`src/rtl/counter_monitor.sv`:
```
// Passive sequence checker for a free-running counter bus: locks onto an
// incrementing sequence, then flags and counts every sample that breaks it.
`timescale 1ns/1ps

// state     | meaning
// ----------+------------------------------------------------------------
// S_IDLE    | no sample seen since reset; next valid sample seeds expected
// S_ACQUIRE | counting consecutive correct increments toward lock
// S_LOCKED  | every valid sample is checked; a miss drops back to acquire
module counter_monitor #(
    parameter int WIDTH    = 8,
    parameter int LOCK_CNT = 4,
    parameter int ERR_W    = 8,
    parameter int WRAP_W   = 16
) (
    input  logic              clk_i,
    input  logic              reset_ni,
    input  logic [WIDTH-1:0]  value_i,
    input  logic              valid_i,
    input  logic              clear_i,
    output logic              locked_o,
    output logic              mismatch_o,
    output logic              error_o,
    output logic [ERR_W-1:0]  err_count_o,
    output logic [WRAP_W-1:0] wrap_count_o,
    output logic [WIDTH-1:0]  expected_o
);

    localparam int GOOD_W = $clog2(LOCK_CNT + 1);
    localparam logic [GOOD_W-1:0] GOOD_LOCK = GOOD_W'(LOCK_CNT);

    typedef enum logic [1:0] {
        S_IDLE    = 2'd0,
        S_ACQUIRE = 2'd1,
        S_LOCKED  = 2'd2
    } state_t;

    state_t            r_state;
    state_t            w_state_nxt;
    logic [WIDTH-1:0]  r_expected;
    logic [WIDTH-1:0]  w_expected_nxt;
    logic [GOOD_W-1:0] r_good;
    logic [GOOD_W-1:0] w_good_nxt;
    logic              r_mismatch;
    logic              r_error;
    logic [ERR_W-1:0]  r_err_count;
    logic [WRAP_W-1:0] r_wrap_count;

    logic [WIDTH-1:0]  w_value_inc;
    logic [GOOD_W-1:0] w_good_inc;
    logic              w_match;
    logic              w_mismatch;
    logic              w_wrap;
    logic              w_error_nxt;
    logic [ERR_W-1:0]  w_err_base;
    logic [ERR_W-1:0]  w_err_nxt;
    logic [WRAP_W-1:0] w_wrap_base;
    logic [WRAP_W-1:0] w_wrap_nxt;

    // Truncation to WIDTH makes all-ones -> 0 a legal increment.
    assign w_value_inc = value_i + 1'b1;
    assign w_good_inc  = r_good + 1'b1;
    assign w_match     = (value_i == r_expected);

    always_comb begin
        w_state_nxt    = r_state;
        w_expected_nxt = r_expected;
        w_good_nxt     = r_good;
        w_mismatch     = 1'b0;
        w_wrap         = 1'b0;
        if (valid_i) begin
            w_expected_nxt = w_value_inc;
            case (r_state)
                S_IDLE: begin
                    w_good_nxt  = '0;
                    w_state_nxt = S_ACQUIRE;
                end
                S_ACQUIRE: begin
                    if (w_match) begin
                        w_good_nxt = w_good_inc;
                        if (w_good_inc == GOOD_LOCK) begin
                            w_state_nxt = S_LOCKED;
                        end
                    end else begin
                        w_good_nxt = '0;
                    end
                end
                S_LOCKED: begin
                    if (w_match) begin
                        w_wrap = (value_i == '0);
                    end else begin
                        w_mismatch  = 1'b1;
                        w_good_nxt  = '0;
                        w_state_nxt = S_ACQUIRE;
                    end
                end
                default: begin
                    w_good_nxt  = '0;
                    w_state_nxt = S_IDLE;
                end
            endcase
        end
    end

    // A clear zeroes the base first so a coincident event still counts as one.
    always_comb begin
        w_err_base  = clear_i ? '0 : r_err_count;
        w_wrap_base = clear_i ? '0 : r_wrap_count;
        w_err_nxt   = w_err_base;
        w_wrap_nxt  = w_wrap_base;
        w_error_nxt = clear_i ? 1'b0 : r_error;
        if (w_mismatch) begin
            w_error_nxt = 1'b1;
            if (w_err_base != '1) begin
                w_err_nxt = w_err_base + 1'b1;
            end
        end
        if (w_wrap && (w_wrap_base != '1)) begin
            w_wrap_nxt = w_wrap_base + 1'b1;
        end
    end

    always_ff @(posedge clk_i) begin
        if (!reset_ni) begin
            r_state      <= S_IDLE;
            r_expected   <= '0;
            r_good       <= '0;
            r_mismatch   <= 1'b0;
            r_error      <= 1'b0;
            r_err_count  <= '0;
            r_wrap_count <= '0;
        end else begin
            r_state      <= w_state_nxt;
            r_expected   <= w_expected_nxt;
            r_good       <= w_good_nxt;
            r_mismatch   <= w_mismatch;
            r_error      <= w_error_nxt;
            r_err_count  <= w_err_nxt;
            r_wrap_count <= w_wrap_nxt;
        end
    end

    assign locked_o     = (r_state == S_LOCKED);
    assign mismatch_o   = r_mismatch;
    assign error_o      = r_error;
    assign err_count_o  = r_err_count;
    assign wrap_count_o = r_wrap_count;
    assign expected_o   = r_expected;

endmodule
```
`config.mk`:
```
export PLATFORM = sky130hd
export DESIGN_NAME = counter_monitor
export DESIGN_NICKNAME = d
export VERILOG_FILES = /design/src/rtl/counter_monitor.sv
export SDC_FILE = /design/constraint.sdc
export NUM_CORES = 1
export LEC_CHECK = 0
export ABC_AREA = 1
export ABC_CLOCK_PERIOD_IN_PS = 1700
export CELL_PAD_IN_SITES_DETAIL_PLACEMENT = 1
export CELL_PAD_IN_SITES_GLOBAL_PLACEMENT = 1
export CORE_MARGIN = 1
export CORE_UTILIZATION = 40
export CTS_CLUSTER_SIZE = 30
export DETAILED_ROUTE_END_ITERATION = 10
export DONT_BUFFER_PORTS = 1
export GPL_TIMING_DRIVEN = 0
export PLACE_DENSITY = 0.8
export SYNTH_ARGS = -nofsm -noshare
export SYNTH_HDL_FRONTEND = slang
export SYNTH_SLANG_ARGS = --single-unit
```
`constraint.sdc`:
```
create_clock -name clk_i -period 1.7 [get_ports clk_i]
set_input_delay 0.34 -clock clk_i [delete_from_list [all_inputs] [get_ports clk_i]]
set_output_delay 0.34 -clock clk_i [all_outputs]
set_load 0.01 [all_outputs]
```
==> summary.md <==
| Metric | Value |
|---|---|
| Cells along the critical path | inv_4, nor2_4, ha_4, nand2_2, inv_2, nand2_4, nor2_4, nand4_4, nand2_4, inv_8, nand3_2, nand2_1, inv_1, nor2_1 |
| Startpoint Class | flop |
| Final hold violation count | 0 |
| Layout area overhead | 21.02% |
| Largest net degree at the start of global routing | 12 |
| Gp weighted congestion | ~0.82 |
| Sequential share of the synthesized area | approximately 30% |
| Skew-Pair Late Insertion Delay | about 290 ps |
| Max-slew headroom | around 61% |
| Final nets | roughly 420 |
| Setup ws final | -22.55 ps |
| Total grt overflow | 0 |
| Clock transition at the registers of the reported paths | 80 ps |
| Power Dens Cells | 568.3 mW/mm^2 |
| CP max-delay cell | dfxtp_4 |
| Tot GR Track Use | around 22% |
| Syn_area_per_cell | 6.553 sq um |
| Worst Path Arrival | roughly 1900 ps |
| Detailed-route wire length | 7.288 mm |
| Vias in the first global route | 2,431 |
| # rows | 28 |
| H-tree lvl count | 2 |
| Top delay family on crit path | simple AND/OR/NAND/NOR gates |
| CTS Buffer Depth | 2 |
| Post-DRT Antenna Nets | 0 |
| Worst path bufs/invs | 4 |
| TNS Setup | -75.07 ps |
| Syn Inst Count | 387 |
| Failing checks | negative setup slack |
| HPWL Detailed | approximately 5.1 mm |
| Crit-path max cell delay | approximately 380 ps |
| Syn nets | 405 |
| Fraction of layout cells with a size suffix above 1 | about a quarter |
| Final setup viols | 7 |
| Final Max Slew Viols | 0 |
| Clock skew | slightly above 9 ps |
| RSZ-0062 raised after global routing | true |
| Num CTS Buffers | 5 |
| First drt pass iteration count | 4 |
| Worst slew pin tran | just under 600 ps |
| Antenna cells | 0 |
| Post-DR vias/cell | 5.127 |
| Most common cell after layout, fill and taps aside | nand2_1 |
| Leakage | about 1.3 nW |
| Core Footprint | between 0.006 and 0.007 sq mm |
| 1st-iter DRT viols | ~110 |
| DRC | 0 |
| CP Class | reg2reg |
| Power Total | about 1.7 mW |
| TritonCTS clock tree | done |
| Syn Std Cell Area | about 0.0025 sq mm |
| Synth warn | 0 |
| Wirelength per Cell | 15.15 um |
| Final critical-path required period | between 1500 and 2000 ps |
| Via count | between 2,000 and 2,500 |
| Most frequent cells in the layout | nand2_1, nor2_1, inv_1, dfxtp_1, a21oi_1 |
| Placed Area | around 0.0027 sq mm |
| Post-synth cell types | 36 |
| Count of state elements after synthesis | 39 |
| Hold Crit Class | in2reg |
| Total die area | 0.006663 sq mm |
| Height of the die | between 80 and 90 um |
| Required @ worst endpoint | about 1900 ps |
| Final period utilization | 101.3% |
| First-pass GRT wire length | about 11 mm |
| Post-Layout Inst Area | approximately 0.0031 sq mm |
| Max-cap violations | 0 |
| CP max FO | 8 |
| Pre-CTS setup slack | -212.1 ps |
| Antenna violations before repair | 0 |
| Initial Util | between 40 and 50% |
| Crit. End Element | flop |
| Final non-filler cell total | 481 |
| Max Freq | around 0.58 GHz |
| Port buffer count | 0 |
| Max VDD drop | roughly 0.00036 V |
| I/O pin total | 47 |
| Status | finished with violations |
| Clk root buf | clkbuf_8 |
| DIE WIDTH | slightly above 80 um |
| Clock Sinks | 39 |
| Dpl cells | about 460 |
[layout make-up]
cell class              instances  area, sq um
multi-input cells             267         1587
clock inverters                 1        5.005
inverters                      69        276.5
repair buffers                 11        93.84
clock buffers                   7        76.32
plain buffers                  12        131.4
flip-flops and latches         39        805.8
fillers                       799         2957
well taps                      75        93.84
[cells in the mapped netlist (all sizes together)]
cell type  number  area share, %
inv            69             10
nand3b          1           0.30
ha              6            3.0
nor3b           1           0.30
clkbuf          4           0.99
a31oi           1           0.49
nor2           77             14
nand2          82             12
xor2            7            2.4
o21ai          17            3.4
buf             8            3.0
dfxtp          39             31
a21boi          1           0.30
or2             1           0.25
nand3          27            6.2
xnor2           7            2.7
nor3            8            2.0
nand4          11            3.0
o21bai          1           0.30
a21oi          19            4.0
[worst paths after layout]
check | depth (start not counted) | slack, ps | start | to
setup reg to reg | 14 | -20 | wrap_count_o[1] | wrap_count_o[11]
setup / recovery | 14 | -20 | wrap_count_o[1] | wrap_count_o[11]
hold reg to reg | 2 | 490 | r_state[1] | r_state[1]
hold / removal | 1 | 120 | value_i[0] | expected_o[0]
[where the power goes]
part | internal, mW | switching, mW
sequential | 0.925 | 0.0236
clock | 0.289 | 0.339
combinational | 0.0660 | 0.102
[through the flow]
step	hold slack, ps	util (%)
2_1_floorplan	433.5	-
3_3_place_gp	435.1	44.48
3_5_place_dp	438.7	44.48
4_1_cts	122.4	47.57
5_1_grt	118.5	50.93
6_report	120.5	50.93
[registers in the layout, summed over array words and instances (netlist names)]
register / cells
mismatch_o: 1
r_state: 2
error_o: 1
expected_o: 8
err_count_o: 8
wrap_count_o: 16
r_good: 3
[routing by layer]
metal  global-route usage, %  share of wire (%)  up-vias
li1                        -                  -     1229
met1                   26.60                 44     1191
met2                   39.50                 51       37
met3                   5.222                4.0        9
met4                   6.316               0.93        0
met5                       0                  0        -
[repair_timing]
action | CTS | global route
gates resized for setup | 27 | 49
hold buffers | 0 | 0
cloned | 0 | 1
pin swaps | 8 | 31
endpoints found under the setup margin | 20 | 21
buffers inserted | 2 | 8
[kinds of logic after synthesis]
group / Yosys count / share of synthesized area (%)
simple gates: 208 / 38.23
xor+xnor: 14 / 5.131
fa+ha+maj: 6 / 2.960
compound gates: 39 / 8.486
flops: 39 / 30.78
buf+inv: 81 / 14.41
No activity file was read; power rests on OpenSTA's default activity.
